**config.mk**
```make
export PLATFORM = sky130hd
export DESIGN_NAME = fifo_sync
export DESIGN_NICKNAME = d
export VERILOG_FILES = /design/src/rtl/fifo_sync.sv
export SDC_FILE = /design/constraint.sdc
export NUM_CORES = 1
export LEC_CHECK = 0
export BUFFER_PORTS_ARGS = -buffer_cell sky130_fd_sc_hd__buf_2
export CAP_MARGIN = 20
export CELL_PAD_IN_SITES_DETAIL_PLACEMENT = 1
export CELL_PAD_IN_SITES_GLOBAL_PLACEMENT = 2
export CORE_ASPECT_RATIO = 0.6
export CORE_MARGIN = 2
export CORE_UTILIZATION = 35
export CTS_CLUSTER_SIZE = 40
export DETAILED_ROUTE_END_ITERATION = 7
export GPL_TIMING_DRIVEN = 0
export PLACE_DENSITY = 0.59
export SYNTH_ARGS = -nofsm -noshare
export SYNTH_HDL_FRONTEND = slang
export SYNTH_SLANG_ARGS = --single-unit
```
**constraint.sdc**
```tcl
create_clock -name clk -period 7.05 [get_ports clk]
set_input_delay 0.3525 -clock clk [delete_from_list [all_inputs] [get_ports clk]]
set_output_delay 0.3525 -clock clk [all_outputs]
set_load 0.05 [all_outputs]
```
**src/rtl/fifo_sync.sv**
```systemverilog
// fifo_sync: single-clock synchronous FIFO with registered read data.
//
// Parameters:
//   DEPTH  - number of storage entries (>= 2, any integer)
//   DWIDTH - data word width in bits
// Ports:
//   clk        - clock, rising edge
//   rst        - synchronous active-high reset
//   wr_en, din - write request and write data
//   rd_en      - read request
//   dout       - registered read data, holds until the next accepted read
//   empty      - occupancy == 0
//   full       - occupancy == DEPTH
//   overflow   - one-cycle pulse after a dropped write   (FIFO_ERR_FLAGS_EN only)
//   underflow  - one-cycle pulse after a read while empty (FIFO_ERR_FLAGS_EN only)
// Optional feature macro: FIFO_ERR_FLAGS_EN
module fifo_sync #(
   parameter int unsigned DEPTH  = 8,
   parameter int unsigned DWIDTH = 16
) (
   input  logic              clk,
   input  logic              rst,
   input  logic              wr_en,
   input  logic              rd_en,
   input  logic [DWIDTH-1:0] din,
   output logic [DWIDTH-1:0] dout,
   output logic              empty,
   output logic              full
`ifdef FIFO_ERR_FLAGS_EN
   ,
   output logic              overflow,
   output logic              underflow
`endif
);

   localparam int unsigned PtrW = $clog2(DEPTH);
   localparam int unsigned CntW = $clog2(DEPTH + 1);

   logic [DWIDTH-1:0] mem [DEPTH];

   logic [PtrW-1:0]   wr_ptr_q, wr_ptr_d;
   logic [PtrW-1:0]   rd_ptr_q, rd_ptr_d;
   logic [CntW-1:0]   count_q, count_d;
   logic [DWIDTH-1:0] dout_q, dout_d;
   logic              wr_ok, rd_ok;

   // Pointers wrap explicitly so DEPTH need not be a power of two.
   function automatic logic [PtrW-1:0] ptr_inc(input logic [PtrW-1:0] p);
      return (p == PtrW'(DEPTH - 1)) ? '0 : p + PtrW'(1);
   endfunction

   // Flags decode the occupancy register only, never the enables.
   assign empty = (count_q == '0);
   assign full  = (count_q == CntW'(DEPTH));
   assign dout  = dout_q;

   // A write into a full FIFO is allowed when a read frees a slot on the same edge.
   assign wr_ok = wr_en && (!full || rd_en);
   assign rd_ok = rd_en && !empty;

   always_comb begin
      wr_ptr_d = wr_ptr_q;
      rd_ptr_d = rd_ptr_q;
      count_d  = count_q;
      dout_d   = dout_q;
      if (wr_ok) begin
         wr_ptr_d = ptr_inc(wr_ptr_q);
      end
      if (rd_ok) begin
         rd_ptr_d = ptr_inc(rd_ptr_q);
         dout_d   = mem[rd_ptr_q];
      end
      unique case ({wr_ok, rd_ok})
         2'b10:   count_d = count_q + CntW'(1);
         2'b01:   count_d = count_q - CntW'(1);
         default: count_d = count_q;
      endcase
   end

   always_ff @(posedge clk) begin
      if (rst) begin
         wr_ptr_q <= '0;
         rd_ptr_q <= '0;
         count_q  <= '0;
         dout_q   <= '0;
      end else begin
         wr_ptr_q <= wr_ptr_d;
         rd_ptr_q <= rd_ptr_d;
         count_q  <= count_d;
         dout_q   <= dout_d;
      end
   end

   // Storage is not reset; stale entries are unreachable once the pointers clear.
   always_ff @(posedge clk) begin
      if (!rst && wr_ok) begin
         mem[wr_ptr_q] <= din;
      end
   end

`ifdef FIFO_ERR_FLAGS_EN
   logic overflow_q, underflow_q;

   always_ff @(posedge clk) begin
      if (rst) begin
         overflow_q  <= 1'b0;
         underflow_q <= 1'b0;
      end else begin
         overflow_q  <= wr_en && full && !rd_en;
         underflow_q <= rd_en && empty;
      end
   end

   assign overflow  = overflow_q;
   assign underflow = underflow_q;
`endif

endmodule

```
---- Word-level counts from Yosys, hierarchy flattened ----
Memories as Yosys holds them, arrays and structs flattened. A register that Yosys moved wholly into a read port is not among the register bits.
Cells that the tools add are included.
word-level totals
  register bits ........................... 10
  memory bits (writable) .................. 128
  memories kept ........................... 1
  logic and storage cells ................. 27
  output and inout port bits .............. 18
cells by class
  $add $sub $neg .......................... 4
  reduce and logical (&&, ||, !) cells .... 9
  eq/ne operators ......................... 5
  multiplexer cells ....................... 5
memories
  memory  depth  bits a word  read ports  clocked after memory_dff  write ports  line  text
  mem     8      16           1           1                         1            39    logic [DWIDTH-1:0] mem [DEPTH];
operator list
  cell                   count
  $pmux W4 S2            1
  $add A3 B1 Y3 const B  2
  $eq A3 B3 Y1 const B   2
  $mux W3                2
  $add A4 B1 Y4 const B  1
  $eq A4 B4 Y1 const B   1
  $logic_not A4 Y1       1
  $sub A4 B1 Y4 const B  1
  $logic_and A1 B1 Y1    3
  $logic_not A1 Y1       3
  $eq A2 B1 Y1 const B   1
  $eq A2 B2 Y1 const B   1
  $mux W1                2
  $reduce_bool A2 Y1     1
  $logic_or A1 B1 Y1     1

---- Longest topological paths before layout ----
Gate-level depths: netlist of the first run.
  word-level depth ........................ 7
  depth in mapped cells ................... 10
  gate-level depth less buffers ........... 9

---- Worst setup path after synthesis of the first run ----
No wires, ideal clock.
  path type ............................... flip-flop to flip-flop
  from .................................... register count_q[0]
  to ...................................... memory mem[0][0] (enable)
  period minus slack after synthesis ...... 2.904 ns
  arrival ................................. 2.468 ns
  path slack .............................. 4.146 ns
  setup time .............................. 0.436 ns
  data required time ...................... 6.614 ns
  buffers on the path ..................... 0
  stages on the path, launching flop included .. 4
  path through ............................ dfxtp_1 -> or4b_4 -> o21ai_4 -> nor4b_1
between the ends
  cells in the longest elaborated chain, start to end .. 7
ends and longest elaborated chain
  element                        line  text
  from (decl)                    43    logic [CntW-1:0] count_q, count_d;
  from (signal assigned)         89    count_q <= count_d;
  $eq A4 B4 Y1                   54    assign full = (count_q == CntW'(DEPTH));
  $logic_not A1 Y1               58    assign wr_ok = wr_en && (!full || rd_en);
  $logic_or A1 B1 Y1             58
  $logic_and A1 B1 Y1            58
  $logic_and A1 B1 Y1            96    if (!rst && wr_ok) begin
  $mux W1                        96
  $mux W1 (not written as such)  97    mem[wr_ptr_q] <= din;
  to (decl)                      39
No other way between the ends.

---- Final worst setup path of the first run ----
  from .................................... register count_q[0]
  to ...................................... register count_q[3]
RTL lines
  element                                                   line  text
  $logic_not A4 Y1 (*)                                      53    assign empty = (count_q == '0);
  $logic_not A1 Y1 (*)                                      59    assign rd_ok = rd_en && !empty;
  $logic_and A1 B1 Y1 (*)                                   59
  via rd_ok                                                 45    logic wr_ok, rd_ok;
  $eq A2 B1 Y1 / $eq A2 B2 Y1 (equally long branches)       73    unique case ({wr_ok, rd_ok})
  $pmux W4 S2 / $reduce_bool A2 Y1 (equally long branches)  --
Mark *: on every way through the listed nets, which the timed path passes. The rest lies on a longest branch.
A chain may end at the register's enable or synchronous reset.

==> results of run 1 <==
routing by layer:
layer / part of all wire / vias to the layer above / track usage
li1: - / 1401 / -
met1: 0.50 / 1621 / 0.235
met2: 0.46 / 55 / 0.240
met3: 0.033 / 14 / 0.0316
met4: 0.011 / 0 / 0.0478
met5: 0 / - / 0
cell usage after synthesis, drive strengths merged (2+ instances only):
master  number  area share
a21oi       10      0.0085
dfxtp       26       0.089
inv          5      0.0032
ha           7       0.015
clkbuf       9      0.0058
nor2        28       0.018
nor4         2      0.0021
o22ai       15       0.016
nand2        9      0.0062
buf          6      0.0085
edfxtp     128        0.66
mux4        32        0.12
xor2         2      0.0030
nor3        19       0.016
mux2i        2      0.0034
path summary, 6_finish.rpt:
path	endpoint	slack, ns	depth (start not counted)
worst min-delay path	mem[3][12]	0.21	1
worst max-delay path	count_q[3]	4.01	9
worst max register to register	count_q[3]	4.01	9
worst min register to register	dout[15]	0.49	2
worst register-to-register path: stages (launching register included):
cell and delay [ns]:
dfxtp_1 0.39, o41ai_4 0.51, inv_2 0.11, clkbuf_1 0.35, ha_1 0.35, ha_1 0.35, a21oi_1 0.18, a21oi_1 0.10
or4_1 0.46, a21oi_1 0.16
sequential cells by signal (all words and copies together), names as in the netlist:
name / cells
wr_ptr_q: 3
dout: 16
mem: 128
rd_ptr_q: 3
count_q: 4
cell type report:
class                           instances  area (µm²)
Fill cell                            1591        9190
Sequential cell                       154        4360
Multi-Input combinational cell        141        1430
Clock buffer                           17         425
Timing Repair Buffer                   50         320
Tap cell                              228         285
Clock inverter                         15         185
Buffer                                 15        83.8
Inverter                                5        18.8
stage by stage:
| stage | hold WS (ns) | setup WS (ns) | std cells |
|---|---|---|---|
| 2_1_floorplan | 0.451 | 4.15 | 315 |
| 3_3_place_gp | 0.477 | 1.78 | 580 |
| 3_5_place_dp | 0.479 | 4.02 | 593 |
| 4_1_cts | 0.199 | 4.00 | 625 |
| 5_1_grt | 0.215 | 3.78 | 625 |
| 6_report | 0.214 | 4.01 | 625 |
logic make-up (layout without fill, tap and decap cells):
kind of cell	after synthesis	count (layout)
flops	154	154
simple gates	67	67
mux	34	34
compound gates	30	30
buf+inv	20	102
fa+ha+maj	8	8
xor+xnor	2	2
power breakdown:
part / total, mW / leakage (nW) / internal (mW) / switching (mW)
registers: 1.10 / 1.37 / 1.05 / 0.0479
logic: 0.667 / 0.721 / 0.239 / 0.428
clock network: 0.947 / 0.291 / 0.564 / 0.383
==> summary.txt, run 1 <==
starting density of the core: 0.360
Remaining DRCs: 0
syn avg cell area: 18.6 µm²
drt wl/cell: 21.1 µm
final instance area: 7120 µm²
Max stage delay on crit path: 0.51 ns
Via Count: 3091
ant diodes: 0
relative slew slack: 0.302
fin. max-slew vios: 0
WP buf/inv: 2
crit path cell chain: o41ai_4 > inv_2 > clkbuf_1 > ha_1 > ha_1 > a21oi_1 > a21oi_1 > or4_1 > a21oi_1
Mapped Cells: 315
Netlist cell types: 34
placed cell area: 6510 µm²
post-CTS sizing: 0
die height: 104 µm
global-route wire length before repair: 20300 µm
Post-Synth Adder-Cell Area: 0.0183
Post-synth EDFFs: 128
Vias/cell: 4.95
WP data arrival: 3.37 ns
post-layout util: 0.436
number of global-route vias before repair: 3193
Pleak: 2.38 nW
asr flop ratio synth: 0
share of layout cells above drive strength 1: 0.340
setup tns final: 0 ns
# H-tree levels: 4
Worst Skew: 0.0104 ns
simple-gate share of the synthesized area: 0.0550
crit path kind: reg -> reg
commonest cells after routing, fill and taps aside: 128 x edfxtp_1, 38 x buf_2, 32 x mux4_2
register bit total from synthesis: 154
Post-CTS Setup Bufs: 0
initial antenna violation count: 0
IO buf count: 37
detailed-router iteration count before antenna repair: 4
Worst path slowest cell: o41ai_4
hold buffer count at CTS: 0
most common cell after layout, fill and taps aside: edfxtp_1
root buf cell: clkbuf_16
number of core rows: 36
CP startpoint kind: flop
Crit path top cell by count: a21oi_1
Period minus WS final: 3.04 ns
Ports: 38
Syn. warnings: 0
pwr dens: 381 nW/µm²
GP Congestion: 0.696
largest family of logic cells by synthesized area: multiplexers
status: completed
max_cap viols: 0
CP delay by family, top: compound AO/OA/AOI/OAI gates
CP Launch Point: count_q[0]
die area: 17800 µm²
Slew @ Worst Pin: 1.04 ns
Compound-Gate Fraction of Synth Area: 0.0358
TritonCTS Buffers: 17
period utilization: 0.431
RR Startpoint: count_q[0]
final count of hold timing violations: 0
post-synthesis mux area share: 0.126
Die X: 171 µm
final setup vio count: 0
area grow syn2layout: 21.3%
CTS tree: built
starting DRC count in detailed routing: 160
total track usage: 0.160
largest net degree at the start of global routing: 17
Worst VDD drop: 0.000145 V
routed wire length: 13200 µm
Core ar.: 16300 µm²
f_max: 0.329 GHz
ys flop type: edfxtp_1
total power: 2.71 mW
GR Overflow Total: 0
Critical Path RT: 7.38 ns
Antenna Nets Post-Route: 0
Worst setup EP type: flop
clock slew at reported path FFs: 0.07 ns
crit-path max FO: 10
XOR/XNOR Fraction of Synth Area: 0.00299
clk buf depth: 2
HP Class: in -> reg
Hold Startpoint: din[12]
detailed-placement wirelength estimate: 8960 µm
mapped cell area: 5870 µm²
unrepaired setup endpoints after global routing: no
Clk Latency, worst-skew pair: 0.41 ns
Sink Count: 154
sequential share of the synthesized area: 0.744
# nets final: 412
Synth Net Count: 343
(Power assumes the default switching activity.)
==> inputs of run 2 (changes only) <==
- ABC_AREA: unset -> 1
- PLACE_DENSITY: 0.59 -> 0.67
- clock period: 7.05 -> 2.8 ns (I/O delays scaled with it)
==> run 2 against run 1 <==
Sequential power increased by 150%. Cell area increased by 10%. Via count increased by 48%. Power increased to 2.6 times the previous value. Synthesized cell count increased by 110%. Count of clock-buffer cells in the layout increased by 3. Synthesized area increased by 12%. Die area increased by 11%. First-iteration DRC count increased by 91%. Largest cell class unchanged. Highest routed layer unchanged.
==> summary.txt, run 2 <==
status: completed
Largest register FFs: 128 (unchanged)
CTS tree: built
Syn. warnings: 0 (unchanged)
commonest cells after routing, fill and taps aside: 192 x nand2_1, 128 x edfxtp_1, 107 x inv_1
pwr dens: 911 nW/µm² (+140%)
syn avg cell area: 10.1 µm² (-46%)
post-synth top area cell: edfxtp_1
largest net degree at the start of global routing: 17 (unchanged)
# nets final: 752 (+83%)
hold buffer count at CTS: 11 (+11)
initial antenna violation count: 0 (unchanged)
die height: 110 µm (+5.4%)
Pleak: 3.36 nW (+41%)
GR Overflow Total: 0 (unchanged)
Period minus WS final: 2.46 ns (-0.580 ns)
clock slew at reported path FFs: 0.06 ns (about the same)
metal2 WL: 8060 µm (+34%)
clk buf depth: 2 (unchanged)
Mapped Cells: 649 (+110%)
Largest Register: mem
share of layout cells above drive strength 1: 0.148 (-0.192)
number of core rows: 38 (+5.6%)
Remaining DRCs: 0 (unchanged)
fin. max-slew vios: 0 (unchanged)
relative slew slack: 0.529 (+0.227)
die area: 19800 µm² (+11%)
unrepaired setup endpoints after global routing: no
# H-tree levels: 4 (unchanged)
Hold Startpoint: din[3]
Vias/cell: 4.70 (-5.0%)
Ports: 38 (unchanged)
RR Endpoint: count_q[3]
root buf cell: clkbuf_16
total track usage: 0.202 (+0.0424)
Hold Path Depth: 1 (unchanged)
starting density of the core: 0.359 (about the same)
crit path cell chain: nor2_1 > nand3_2 > nand2_2 > inv_2 > buf_4 > ha_1 > ha_1 > or2_1 > nand2_1 > nand3_1 > nand2_1 > nand2_1 > a21oi_1
detailed-placement wirelength estimate: 13100 µm (+46%)
final setup vio count: 0 (unchanged)
Worst Reg-to-Reg Cells: 13 (+4)
Netlist cell types: 23 (-32%)
mapped cell area: 6550 µm² (+12%)
final count of hold timing violations: 0 (unchanged)
Post-synth EDFFs: 128 (unchanged)
Die X: 181 µm (+5.5%)
post-CTS sizing: 0 (unchanged)
DR WL met3: 1270 µm (+190%)
highest routing layer actually used: met4
Antenna Nets Post-Route: 0 (unchanged)
RR Startpoint: count_q[1]
Sink Count: 154 (unchanged)
ys flop type: edfxtp_1
Worst path slowest cell: dfxtp_1
number of global-route vias before repair: 4731 (+48%)
cell with the most instances after synthesis: nand2_1
Clk Latency, worst-skew pair: 0.43 ns (+0.02 ns)
GP Congestion: 0.756 (+8.7%)
period utilization: 0.878 (+0.447)
Core ar.: 18200 µm² (+12%)
most common cell after layout, fill and taps aside: nand2_1
Via Count: 4589 (+48%)
Slew @ Worst Pin: 0.706 ns (-0.332 ns)
WP data arrival: 2.82 ns (-0.55 ns)
placed insts: 934 (+58%)
Worst Skew: 0.00784 ns (-0.00259 ns)
HP Class: in -> reg
DRT met1 WL: 8980 µm (+37%)
max_cap viols: 0 (unchanged)
crit-path max FO: 10 (unchanged)
Cell Count, Final, Fillers Out: 977 (+56%)
Max stage delay on crit path: 0.36 ns (-0.15 ns)
starting DRC count in detailed routing: 305 (+91%)
Post-CTS Setup Bufs: 0 (unchanged)
drt wl/cell: 19.0 µm (-10%)
Critical Path RT: 3.16 ns (-4.22 ns)
TritonCTS Buffers: 17 (unchanged)
commonest cells in the netlist: 192 x nand2_1, 128 x edfxtp_1, 107 x inv_1
largest cells by area after synthesis: edfxtp_1 59%, nand2_1 11%, dfxtp_1 8.0%
area grow syn2layout: 19.7%
asr flop ratio synth: 0 (unchanged)
Worst VDD drop: 0.000402 V (+180%)
Hold WS: 0.0160 ns (-0.198 ns)
global-route wire length before repair: 28500 µm (+41%)
Crit path top cell by count: nand2_1
crit path kind: reg -> reg
routed wire length: 18500 µm (+41%)
Yosys top cell area share: 0.587 (-0.0680)
setup tns final: 0 ns (unchanged)
CP startpoint kind: flop
sequential share of the synthesized area: 0.667 (-0.0772)
IO buf count: 37 (unchanged)
r2r setup slk: 0.34 ns (-3.67 ns)
Synth Net Count: 677 (+97%)
register bit total from synthesis: 154 (unchanged)
ant diodes: 0 (unchanged)
detailed-router iteration count before antenna repair: 4 (unchanged)
Worst setup EP type: flop
Worst Hold End: mem[2][3]
f_max: 0.407 GHz (+24%)
-- run 2: cell families after synthesis --
group | after synthesis | share of synthesized area
flops | 154 | 0.667
compound gates | 33 | 0.0252
simple gates | 311 | 0.201
fa+ha+maj | 8 | 0.0164
xor+xnor | 1 | 0.00134
buf+inv | 142 | 0.0895
-- run 2: area by class of cell --
type	count	area (µm²)
timing repair buffer	56	428
multi-input combinational	353	1620
clock inverter	12	106
inverter	113	424
fill	2029	10400
sequential	154	4360
clock buffer	20	437
tap	240	300
buffer	29	161
-- run 2: how the worst max path moves through the flow --
stage                           from    endpoint  slack (ns)  depth (start not counted)
after CTS                 count_q[1]  count_q[3]        0.33                         13
after floorplan           count_q[3]        full        0.75                          2
after detailed placement  count_q[1]  count_q[3]        0.34                         13
after global placement    count_q[1]   mem[3][6]       -0.21                          6
after global routing      count_q[1]  count_q[3]        0.17                         13
final                     count_q[1]  count_q[3]        0.34                         13
-- run 2: worst max-delay path: cells and delay by family (launching register included) --
kind                       cells  cell delay, ns
AOI/OAI and AO/OA              1            0.11
adders and majority gates      2            0.60
buffers and inverters          2            0.35
DFF                            1            0.36
and+or+nand+nor                8            0.98
-- run 2: report_power, final --
part | internal [mW] | total [mW] | switching, mW
logic | 0.608 | 2.23 | 1.62
clock network | 1.29 | 2.18 | 0.887
registers | 2.65 | 2.74 | 0.0925
total | 4.54 | 7.14 | 2.60
-- run 2: per-layer routing --
layer  GRT usage  vias up
met5           0        -
met4      0.0611        0
met3      0.0437       16
met2       0.314      104
met1       0.285     2215
li1            -     2254
-- run 2: through the flow --
step	worst slack (ns)	power [mW]	cell area [µm²]	util
3_3_place_gp	-0.208	4.95	7030	0.386
4_1_cts	0.326	7.24	7840	0.430
2_1_floorplan	0.752	4.25	6550	-
6_report	0.340	7.14	7840	0.430
3_5_place_dp	0.341	5.03	7180	0.394
5_1_grt	0.171	7.55	7840	0.430
